<file path="src/rtl/seq_det_pkg.sv">
// Shared types and reset constants for the serial sequence-detection run controller.
package seq_det_pkg;

    typedef enum logic [1:0] {
        IDLE = 2'd0,
        RUN  = 2'd1,
        DONE = 2'd2
    } state_e;

    localparam logic [3:0]  DEF_PATTERN_W4 = 4'b1001;
    localparam int unsigned DEF_LIMIT      = 32'd0;

    // Reset pattern: 1001 for a 4-bit pattern, all zeros for any other width.
    function automatic logic [7:0] default_pattern(input int unsigned pat_w);
        logic [7:0] pat_v;
        if (pat_w == 32'd4) begin
            pat_v = {4'b0000, DEF_PATTERN_W4};
        end else begin
            pat_v = 8'h00;
        end
        return pat_v;
    endfunction

endpackage

</file>
<file path="src/rtl/seq_det_if.sv">
// Configuration offer/accept channel carrying pattern, overlap mode and match limit.
interface seq_det_if #(
    parameter int PAT_W = 4,
    parameter int CNT_W = 8
);
    logic             cfg_valid;
    logic             cfg_ready;
    logic [PAT_W-1:0] cfg_pattern;
    logic             cfg_overlap;
    logic [CNT_W-1:0] cfg_limit;

    modport master (output cfg_valid, cfg_pattern, cfg_overlap, cfg_limit, input cfg_ready);
    modport slave  (input cfg_valid, cfg_pattern, cfg_overlap, cfg_limit, output cfg_ready);
endinterface

</file>
<file path="src/rtl/seq_det_core.sv">
// Bit history, fill counter and Mealy pattern compare for the sequence detector.
module seq_det_core #(
    parameter int PAT_W = 4
) (
    input  logic             clk,
    input  logic             reset,
    input  logic             clear,
    input  logic             shift,
    input  logic             bit_in,
    input  logic [PAT_W-1:0] pattern,
    input  logic             overlap,
    output logic             match
);
    localparam int              FILL_W   = $clog2(PAT_W);
    localparam logic [FILL_W-1:0] FILL_MAX = FILL_W'(PAT_W - 1);

    logic [PAT_W-2:0]  history_r;
    logic [FILL_W-1:0] fill_r;
    logic [PAT_W-1:0]  window_s;

    // The window is the oldest PAT_W-1 bits followed by the bit arriving now.
    assign window_s = {history_r, bit_in};
    assign match    = shift && (fill_r == FILL_MAX) && (window_s == pattern);

    // History and fill update; a non-overlapping match forces a full refill.
    always_ff @(posedge clk) begin
        if (reset || clear) begin
            history_r <= '0;
            fill_r    <= '0;
        end else if (shift) begin
            history_r <= window_s[PAT_W-2:0];
            if (match && !overlap) begin
                fill_r <= '0;
            end else if (fill_r != FILL_MAX) begin
                fill_r <= fill_r + FILL_W'(1);
            end else begin
                fill_r <= fill_r;
            end
        end else begin
            history_r <= history_r;
            fill_r    <= fill_r;
        end
    end

endmodule

</file>
<file path="src/rtl/seq_det_ctrl.sv">
// Run controller: config registers, IDLE/RUN/DONE FSM and match counter.
// Optional sticky limit interrupt on port irq is built when SEQ_DET_IRQ_EN is defined.
module seq_det_ctrl
    import seq_det_pkg::*;
#(
    parameter int PAT_W = 4,
    parameter int CNT_W = 8
) (
    input  logic             clk,
    input  logic             reset,
    seq_det_if.slave         cfg,
    input  logic             start,
    input  logic             abort,
    input  logic             bit_in,
    input  logic             bit_valid,
    output logic             match,
    output logic [CNT_W-1:0] match_count,
    output logic             busy,
    output logic             done
`ifdef SEQ_DET_IRQ_EN
    ,
    output logic             irq
`endif
);
    localparam logic [7:0]       DEF_PAT8 = default_pattern(unsigned'(PAT_W));
    localparam logic [PAT_W-1:0] DEF_PAT  = DEF_PAT8[PAT_W-1:0];
    localparam logic [CNT_W-1:0] DEF_LIM  = CNT_W'(DEF_LIMIT);

    state_e           state_r, state_next_s;
    logic [PAT_W-1:0] pattern_r;
    logic             overlap_r;
    logic [CNT_W-1:0] limit_r;
    logic [CNT_W-1:0] count_r, count_next_s, count_inc_s;
    logic             clear_s, shift_s, cfg_fire_s;

    assign cfg.cfg_ready = (state_r != RUN);
    assign cfg_fire_s    = cfg.cfg_valid && (state_r != RUN);
    assign shift_s       = (state_r == RUN) && bit_valid;
    assign count_inc_s   = (count_r == '1) ? count_r : (count_r + CNT_W'(1));
    assign match_count   = count_r;
    assign busy          = (state_r == RUN);
    assign done          = (state_r == DONE);

    seq_det_core #(.PAT_W(PAT_W)) u_core (
        .clk     (clk),
        .reset   (reset),
        .clear   (clear_s),
        .shift   (shift_s),
        .bit_in  (bit_in),
        .pattern (pattern_r),
        .overlap (overlap_r),
        .match   (match)
    );

    // Next state and counter; abort wins over a limiting match but the match still counts.
    always_comb begin
        state_next_s = state_r;
        count_next_s = count_r;
        clear_s      = 1'b0;
        case (state_r)
            IDLE, DONE: begin
                if (start) begin
                    state_next_s = RUN;
                    count_next_s = '0;
                    clear_s      = 1'b1;
                end else begin
                    state_next_s = state_r;
                end
            end
            RUN: begin
                if (match) begin
                    count_next_s = count_inc_s;
                end else begin
                    count_next_s = count_r;
                end
                if (abort) begin
                    state_next_s = IDLE;
                end else if (match && (limit_r != '0) && (count_inc_s == limit_r)) begin
                    state_next_s = DONE;
                end else begin
                    state_next_s = RUN;
                end
            end
            default: begin
                state_next_s = IDLE;
            end
        endcase
    end

    // State, counter and configuration registers.
    always_ff @(posedge clk) begin
        if (reset) begin
            state_r   <= IDLE;
            count_r   <= '0;
            pattern_r <= DEF_PAT;
            overlap_r <= 1'b1;
            limit_r   <= DEF_LIM;
        end else begin
            state_r <= state_next_s;
            count_r <= count_next_s;
            if (cfg_fire_s) begin
                pattern_r <= cfg.cfg_pattern;
                overlap_r <= cfg.cfg_overlap;
                limit_r   <= cfg.cfg_limit;
            end else begin
                pattern_r <= pattern_r;
                overlap_r <= overlap_r;
                limit_r   <= limit_r;
            end
        end
    end

`ifdef SEQ_DET_IRQ_EN
    logic irq_r;
    assign irq = irq_r;

    // Sticky limit interrupt: set entering DONE, cleared only by a new run or reset.
    always_ff @(posedge clk) begin
        if (reset) begin
            irq_r <= 1'b0;
        end else if (clear_s) begin
            irq_r <= 1'b0;
        end else if ((state_r == RUN) && (state_next_s == DONE)) begin
            irq_r <= 1'b1;
        end else begin
            irq_r <= irq_r;
        end
    end
`endif

endmodule

</file>
<file path="src/flat_wrapper.sv">
// flat-port wrapper written by rule: the top's interface ports become plain ports
module seq_det_ctrl_flat import seq_det_pkg::*;
#(
    parameter int PAT_W = 4,
    parameter int CNT_W = 8
)
  (clk, reset, start, abort, bit_in, bit_valid, match, match_count, busy, done, cfg_cfg_valid, cfg_cfg_pattern, cfg_cfg_overlap, cfg_cfg_limit, cfg_cfg_ready);
  seq_det_if #(.PAT_W(PAT_W), .CNT_W(CNT_W)) cfg_i ();
  input  logic clk;
  input  logic reset;
  input  logic start;
  input  logic abort;
  input  logic bit_in;
  input  logic bit_valid;
  output logic match;
  output logic [CNT_W-1:0] match_count;
  output logic busy;
  output logic done;
  input wire logic [$bits(cfg_i.cfg_valid)-1:0] cfg_cfg_valid;
  input wire logic [$bits(cfg_i.cfg_pattern)-1:0] cfg_cfg_pattern;
  input wire logic [$bits(cfg_i.cfg_overlap)-1:0] cfg_cfg_overlap;
  input wire logic [$bits(cfg_i.cfg_limit)-1:0] cfg_cfg_limit;
  output wire logic [$bits(cfg_i.cfg_ready)-1:0] cfg_cfg_ready;
  assign cfg_i.cfg_valid = cfg_cfg_valid;
  assign cfg_i.cfg_pattern = cfg_cfg_pattern;
  assign cfg_i.cfg_overlap = cfg_cfg_overlap;
  assign cfg_i.cfg_limit = cfg_cfg_limit;
  assign cfg_cfg_ready = cfg_i.cfg_ready;
  seq_det_ctrl #(.PAT_W(PAT_W), .CNT_W(CNT_W)) u_core (.clk(clk), .reset(reset), .cfg(cfg_i), .start(start), .abort(abort), .bit_in(bit_in), .bit_valid(bit_valid), .match(match), .match_count(match_count), .busy(busy), .done(done));
endmodule
</file>
<file path="config.mk">
export PLATFORM = sky130hd
export DESIGN_NAME = seq_det_ctrl_flat
export DESIGN_NICKNAME = d
export VERILOG_FILES = /design/src/rtl/seq_det_pkg.sv /design/src/rtl/seq_det_if.sv /design/src/rtl/seq_det_core.sv /design/src/rtl/seq_det_ctrl.sv /design/src/flat_wrapper.sv
export SDC_FILE = /design/constraint.sdc
export NUM_CORES = 1
export LEC_CHECK = 0
export CAP_MARGIN = 20
export CORE_MARGIN = 5
export CORE_UTILIZATION = 30
export CTS_BUF_LIST = sky130_fd_sc_hd__clkbuf_16
export DETAILED_ROUTE_END_ITERATION = 16
export DONT_BUFFER_PORTS = 1
export PLACE_DENSITY_LB_ADDON = 0.15
export SLEW_MARGIN = 15
export SYNTH_ARGS = -nofsm -noshare
export SYNTH_HDL_FRONTEND = slang
export SYNTH_SLANG_ARGS = --single-unit
</file>
<file path="constraint.sdc">
create_clock -name clk -period 6 [get_ports clk]
set_clock_uncertainty 0.2 [all_clocks]
set_input_delay 1.8 -clock clk [delete_from_list [all_inputs] [get_ports clk]]
set_output_delay 1.8 -clock clk [all_outputs]
set_load 0.03 [all_outputs]
</file>
## Word-level counts from Yosys, hierarchy flattened

Index checks and enable logic that the tools add are counted.

| storage, ports and cells | value |
|---|---|
| output and inout bits | 12 |
| latch bits | 0 |
| input port bits | 20 |
| register bits after elaboration | 28 |
| RAM bits | 0 |
| memories | 0 |
| memory bits (read-only) | 0 |

| cells by class | value |
|---|---|
| divide/modulo/power cells | 0 |
| bitwise gates (word level) | 0 |
| equal/unequal tests | 10 |
| mux-type cells | 12 |
| add/subtract/negate cells | 2 |
| magnitude comparators | 0 |
| multiply operators | 0 |
| reductions and logical operators | 16 |
| shifts and indexed selects | 0 |

Operators with widths:

| cell | count |
|---|---|
| $mux W8 | 3 |
| $pmux W8 S2 | 1 |
| $mux W2 | 5 |
| $add A8 B1 Y8 const B | 1 |
| $eq A8 B8 Y1 | 1 |
| $eq A8 B8 Y1 const B | 1 |
| $reduce_bool A8 Y1 | 1 |
| $logic_and A1 B1 Y1 | 7 |
| $eq A2 B2 Y1 const B | 2 |
| $eq A4 B4 Y1 | 1 |
| $ne A2 B1 Y1 const B | 2 |
| $ne A2 B2 Y1 const B | 2 |
| $pmux W2 S2 | 1 |
| $reduce_bool A2 Y1 | 2 |
| $reduce_and A3 Y1 | 1 |
| $add A2 B1 Y2 const B | 1 |
| $eq A2 B1 Y1 const B | 1 |
| $logic_not A2 Y1 | 1 |
| $mux W1 | 2 |
| $reduce_and A2 Y1 | 1 |
| $reduce_or A2 Y1 | 1 |
| $logic_not A1 Y1 | 1 |
| $logic_or A1 B1 Y1 | 1 |

## Longest topological paths before layout

Gate-level depths: netlist of run 1.

| depth | value |
|---|---|
| depth after elaboration | 9 |
| depth in mapped cells | 9 |

## Hierarchy

A second synthesis of run 1 with hierarchy kept.

| second synthesis, totals | value |
|---|---|
| cell total of the unflattened synthesis | 196 |
| area total of the unflattened synthesis | 1545.2 µm² |

Modules (own cells, without submodules):

| module | cells each | instances | area an instance (µm²) |
|---|---|---|---|
| seq_det_ctrl | 165 | 1 | 1267.5 |
| seq_det_core | 31 | 1 | 277.8 |

## Least setup slack after synthesis of run 1

Ideal clock, no wire load.

| path | value |
|---|---|
| path type | in2out |
| start point | input bit_in |
| end point | output match |
| stages | 5 |
| arrival | 2631 ps |
| path slack | 1369 ps |
| path through | xnor2_1 nand4_1 or2_1 buf_2 inv_1 |

| between the ends | value |
|---|---|
| word-level cells in the longest chain between the ends | 2 |

Ends and longest elaborated chain:

| item | RTL line | RTL |
|---|---|---|
| start: declaration | flat_wrapper.sv:13 | `input logic bit_in;` |
| $eq A4 B4 Y1 | seq_det_core.sv:23 | `assign match = shift && (fill_r == FILL_MAX) && (window_s == pattern);` |
| $logic_and A1 B1 Y1 | seq_det_core.sv:23 |  |
| end: declaration | flat_wrapper.sv:15 | `output logic match;` |

No other way between the ends.

## Worst setup path in the final report of run 1

Same ends and word-level chain as after synthesis.

==> impl_metrics.py, run 1 <==
metrics = {
    "run_status": {
        "status": "finished, final reports clean",
    },
    "finish": {
        "final_common_cell": "nand2_1",
        "fin_nets": 220,
        "drive_gt1_share_pct": 6.09,
        "syn2layout_area_growth_pct": 8.75,
        "layoutNonFillerInstCount": 267,
        "diodes": 0,
        "final_area_um2": 1710,
        "final_cell_mix": "nand2_1, dfxtp_1, a21oi_1, nor2_1",
    },
    "floorplanning": {
        "dieWidth_um": 82.4,
        "die_area_um2": 6790,
        "dieHeight_um": 82.4,
        "core_um2": 5110,
        "pin_count": 32,
        "initial_core_util_pct": 30.8,
        "rows": 26,
    },
    "place": {
        "dpl_cell_area_um2": 1610,
        "place.gp.congestion": 0.778,
        "portBuffers": 0,
        "hpwl_um": 2910,
        "place_ws_ns": 1.28,
        "dpl.cell_count": 263,
    },
    "route": {
        "drt-total-wl_um": 3990,
        "dr.pass1.iters": 4,
        "drcViolationCount": 0,
        "ant_nets": 0,
        "via_per_inst": 5.15,
        "wl_per_cell_um": 14.9,
        "drtIter0Drc": 44,
        "vias": 1376,
    },
    "logic_synthesis": {
        "synthCells": 203,
        "synth_top_family_by_area": "simple AND/OR/NAND/NOR gates",
        "yosys_most_used_dff": "dfxtp_1",
        "yosysUniqueCellTypes": 45,
        "synthMuxAreaShare_pct": 3.18,
        "synth-seq-cells": 28,
        "synth_compound_area_share_pct": 20.4,
        "yosysSeqAreaShare_pct": 35.6,
        "synth_enable_flop_cells": 0,
        "syn_avg_cell_area_um2": 7.75,
        "synth_fa_ha_area_share_pct": 1.59,
        "async_flop_share_pct": 0,
        "synth_area_um2": 1570,
        "yosys.area_share.simple_pct": 30.5,
        "synth_xor_area_share_pct": 4.46,
        "yosysWarnings": 0,
        "mappedNetlistNets": 225,
    },
    "timing": {
        "drv_slew": 0,
        "relSlewSlack_pct": 51.1,
        "finalHoldViolations": 0,
        "setup_slack_ns": 1.30,
        "min_period_ns": 4.70,
        "setup_viol": 0,
        "grt_setup_unrepaired": "false",
        "setup-tns-final_ns": 0,
        "clock.fmax_ghz": 0.213,
        "post-route-period-util_pct": 78.4,
        "worst_pin_slew_ns": 0.734,
    },
    "power_and_ir_drop": {
        "p_total_mw": 0.438,
        "irDropWorstVdd_uv": 149,
        "p_leak_nw": 0.617,
        "p_per_area_nw_per_um2": 256,
    },
    "min_path": {
        "holdCritPathClass": "reg -> reg",
        "hold_depth": 2,
    },
    "setup_path": {
        "worstPathArrival_ns": 2.70,
        "cp_slowest_cell": "or2_1",
        "endpoint_kind": "output port",
        "start_kind": "input port",
        "cp_cell_sequence": "xnor2_1 -> nand4_1 -> or2_1 -> inv_1",
        "cp.required_ns": 4.00,
        "path_max_fanout": 6,
        "critical_path_class": "in -> out",
        "cp.depth": 4,
        "cp_top_family": "simple AND/OR/NAND/NOR gates",
        "cp.buffers_inverters": 1,
        "max_stage_delay_ns": 0.35,
        "r2r_cells": 7,
    },
    "clocking": {
        "insertion_delay_ns": 0.26,
        "cts_buffer_depth": 2,
        "cts.reportedPaths.clkPinSlew_ns": 0.07,
        "cts_hold_buffers": 0,
        "htreeDepth": 1,
        "cts_buffers": 3,
        "clock-sinks": 28,
        "post_cts_buffers": 0,
        "cts_tree": "built",
        "root_buffer": "clkbuf_16",
        "post_cts_resized": 0,
    },
    "grt": {
        "grt_max_degree": 26,
        "antenna_found_initial": 0,
        "grt_pass1_wl_um": 6560,
        "grt_pass1_vias": 1348,
        "track_usage_pct": 12.8,
        "grt.overflow.total": 0,
    },
    "job": {
        "maxCapViolCount": 0,
    },
}
## state kept, by name, indices dropped and copies added (netlist names)
signal                   cells
u_core.limit_r               8
u_core.match_count           8
u_core.pattern_r             4
u_core.u_core.history_r      3
u_core.state_r               2
u_core.u_core.fill_r         2
u_core.overlap_r             1
## metal layers
layer | vias up | wire [µm] | GRT usage (%)
met2 | 39 | 1720 | 19.7
met3 | 9 | 257 | 3.69
met5 | - | 0 | 0
met4 | 0 | 87 | 5.81
li1 | 702 | - | -
met1 | 626 | 1920 | 16.4
## stage by stage
| step | utilization (%) | hold WS [ns] |
|---|---|---|
| after CTS | 33.5 | 0.271 |
| after global placement | 31.4 | 0.257 |
| after global routing | 33.5 | 0.290 |
| after detailed placement | 31.4 | 0.261 |
| after floorplan | - | 0.248 |
| final | 33.5 | 0.267 |
## worst min-delay path, delay by kind of cell, from the launching register on
kind	cells	cell delay [ns]
AO/OA/AOI/OAI	1	0.05
flip-flops	1	0.32
AND/OR/NAND/NOR	1	0.05
## synthesized netlist by cell type, types with 2 or more instances
| master | count | share of area, % |
|---|---|---|
| inv_1 | 2 | 0.48 |
| nand3_1 | 6 | 1.9 |
| nor2b_1 | 3 | 1.2 |
| a21oi_1 | 25 | 8.0 |
| o311a_1 | 2 | 1.3 |
| nand3b_1 | 3 | 1.4 |
| buf_6 | 2 | 1.4 |
| clkbuf_1 | 5 | 1.2 |
| o21ai_0 | 6 | 1.9 |
| nand2b_1 | 4 | 1.6 |
| mux2i_1 | 5 | 3.2 |
| ha_1 | 2 | 1.6 |
| nand4_1 | 2 | 0.80 |
| nand2_1 | 40 | 9.5 |
| buf_2 | 2 | 0.64 |
| xnor2_1 | 7 | 3.9 |
| nor2_1 | 13 | 3.1 |
| and2_1 | 3 | 1.2 |
| a31oi_1 | 4 | 1.6 |
| nor3_1 | 7 | 2.2 |
| o21a_1 | 3 | 1.4 |
| dfxtp_1 | 28 | 36 |
| nor4_1 | 3 | 1.2 |
| and3_1 | 5 | 2.0 |
## power by group
part           total [mW]  internal, mW  switching (mW)  leakage (nW)
clock               0.201         0.133          0.0677        0.0511
sequential          0.198         0.192         0.00575         0.228
combinational      0.0392        0.0153          0.0238         0.337
total               0.438         0.341          0.0973         0.617
## area by class of cell
| type | instances | area [µm²] |
|---|---|---|
| Sequential cell | 28 | 561 |
| Tap cell | 70 | 87.6 |
| Fill cell | 580 | 3400 |
| Clock inverter | 1 | 30.0 |
| Multi-Input combinational cell | 162 | 945 |
| Inverter | 3 | 12.5 |
| Clock buffer | 3 | 75.1 |
## logic make-up (layout without fill, tap and decap cells)
logic type                 count (synthesis)  after routing
AOI/OAI and AO/OA                         51             51
xor gates and xnor gates                   8              8
adders and majority gates                  2              2
buffers and inverters                     13              7
DFF                                       28             28
muxes                                      5              5
and+or+nand+nor                           96             96
## path summary, 6_finish.rpt
| check | start | to | slack (ns) |
|---|---|---|---|
| worst max-delay path | bit_in | match | 1.30 |
| worst min-delay path | u_core.pattern_r[2]$_SDFFE_PP0P_ | u_core.pattern_r[2]$_SDFFE_PP0P_ | 0.27 |
| worst max register to register | u_core.match_count[1]$_SDFFE_PP0P_ | u_core.state_r[0]$_SDFFE_PP0P_ | 3.20 |
| worst min register to register | u_core.pattern_r[2]$_SDFFE_PP0P_ | u_core.pattern_r[2]$_SDFFE_PP0P_ | 0.27 |
(Power assumes the default switching activity.)
==> inputs of run 2 (changes only) <==
==> constraint.sdc (replaced) <==
create_clock -name clk -period 4.11 [get_ports clk]
set_clock_uncertainty 0.2 [all_clocks]
set_input_delay 1.233 -clock clk [delete_from_list [all_inputs] [get_ports clk]]
set_output_delay 1.233 -clock clk [all_outputs]
set_load 0.03 [all_outputs]
==> run 2 against run 1 <==
  * Routed wire length grew 2.6%
  * Final area grew 0.44%
  * Cell count grew 0.37%
  * Sequential share of layout area shrank 0.14 points
  * Die area is the same
  * Largest cell class unchanged
  * Power grew 46%
  * Via count shrank 1.2%
  * Sequential power grew 46%
  * Hold slack gained 0.00087 ns
==> impl_metrics.py, run 2 (synthesis gave the netlist of run 1 again) <==
metrics = {
    "run_status": {
        "status": "finished, final reports clean",
    },
    "floorplanning": {
        "pin_count": 32,
        "dieHeight_um": 82.4,
        "dieWidth_um": 82.4,
        "core_um2": 5110,
        "initial_core_util_pct": 30.8,
        "rows": 26,
        "die_area_um2": 6790,
    },
    "setup_path": {
        "cp.required_ns": 2.68,
        "worstPathArrival_ns": 2.15,
        "cp_top_family": "simple AND/OR/NAND/NOR gates",
        "start_kind": "input port",
        "path_max_fanout": 6,
        "max_stage_delay_ns": 0.36,
        "critical_path.startpoint": "bit_in",
        "cp_cell_sequence": "xnor2_1 -> nand4_1 -> or2_1 -> inv_1",
        "cp.buffers_inverters": 1,
        "critical_path_class": "in -> out",
        "endpoint_kind": "output port",
        "rr_startpoint": "u_core.match_count[0]$_SDFFE_PP0P_",
        "cp_slowest_cell": "or2_1",
    },
    "route": {
        "wl_per_cell_um": 15.3,
        "via_per_inst": 5.07,
        "dr.pass1.iters": 4,
        "drt-total-wl_um": 4090,
        "drcViolationCount": 0,
        "ant_nets": 0,
        "drtIter0Drc": 90,
        "vias": 1359,
    },
    "finish": {
        "fin_nets": 221,
        "diodes": 0,
        "final_common_cell": "nand2_1",
        "final_cell_mix": "nand2_1, dfxtp_1, a21oi_1, nor2_1",
        "layoutNonFillerInstCount": 268,
        "syn2layout_area_growth_pct": 9.23,
        "drive_gt1_share_pct": 6.57,
    },
    "timing": {
        "drv_slew": 0,
        "worst_pin_slew_ns": 0.687,
        "relSlewSlack_pct": 54.1,
        "post-route-period-util_pct": 87.2,
        "finalHoldViolations": 0,
        "min_period_ns": 3.58,
        "clock.fmax_ghz": 0.279,
        "setup-tns-final_ns": 0,
        "setup_viol": 0,
        "grt_setup_unrepaired": "false",
        "whs_ns": 0.268,
    },
    "place": {
        "hpwl_um": 3020,
        "place.gp.congestion": 0.750,
        "portBuffers": 0,
        "dpl.cell_count": 264,
    },
    "job": {
        "maxCapViolCount": 0,
    },
    "min_path": {
        "holdCritPathClass": "reg -> reg",
        "min_from": "u_core.pattern_r[2]$_SDFFE_PP0P_",
    },
    "clocking": {
        "clock-sinks": 28,
        "cts_buffers": 3,
        "cts.reportedPaths.clkPinSlew_ns": 0.07,
        "post_cts_buffers": 0,
        "cts_hold_buffers": 0,
        "htreeDepth": 1,
        "cts_buffer_depth": 2,
        "cts_tree": "built",
        "insertion_delay_ns": 0.26,
        "root_buffer": "clkbuf_16",
        "post_cts_resized": 0,
    },
    "power_and_ir_drop": {
        "p_leak_nw": 0.621,
        "p_per_area_nw_per_um2": 371,
        "p_total_mw": 0.638,
        "irDropWorstVdd_uv": 214,
    },
    "grt": {
        "grt_max_degree": 26,
        "antenna_found_initial": 0,
        "grt.overflow.total": 0,
        "grt_pass1_vias": 1330,
        "grt-busiest-layer": "met2",
        "use_met1_pct": 17.8,
        "met2_usage_pct": 19.7,
        "grt_pass1_wl_um": 6780,
        "met3_usage_pct": 3.58,
        "track_usage_pct": 13.0,
    },
}
run 2: cell count changes in the layout (fill, tap and decap cells not counted):
cell,previous run,this run
buf_4,0,1
run 2: final cells by class:
cell class,instances,area [µm²]
Multi-Input combinational cell,162,945
Sequential cell,28,561
Tap cell,70,87.6
Clock inverter,1,30.0
Fill cell,576,3390
Timing Repair Buffer,1,7.51
Inverter,3,12.5
Clock buffer,3,75.1
run 2: path summary, 6_finish.rpt:
kind | endpoint | slack, ns | depth (start not counted)
setup reg to reg | u_core.state_r[0]$_SDFFE_PP0P_ | 1.27 | 7
hold / removal | u_core.pattern_r[2]$_SDFFE_PP0P_ | 0.27 | 2
setup / recovery | match | 0.53 | 4
hold reg to reg | u_core.pattern_r[2]$_SDFFE_PP0P_ | 0.27 | 2
run 2: power by group:
part           internal [mW]  switching, mW  total [mW]
logic                 0.0232         0.0353      0.0586
clock network          0.194         0.0962       0.290
registers              0.281        0.00842       0.289
run 2: metrics by stage:
stage	instance area, µm²	util, %	worst slack (ns)
CTS	1720	33.6	0.509
floorplan	1570	-	0.613
global route	1720	33.6	0.422
global placement	1610	31.6	0.561
detailed placement	1610	31.6	0.517
finish	1720	33.6	0.526
run 2: routing by layer:
layer	share of wire (%)	vias to the layer above
met5	0	-
met4	0.64	0
met3	5.6	2
met2	43	30
met1	50	624
li1	-	703
run 2: worst min-delay path, cell delays in order (launching register included):
cell and delay, ns:
dfxtp_1 0.32, nand2_1 0.05, a21oi_1 0.05
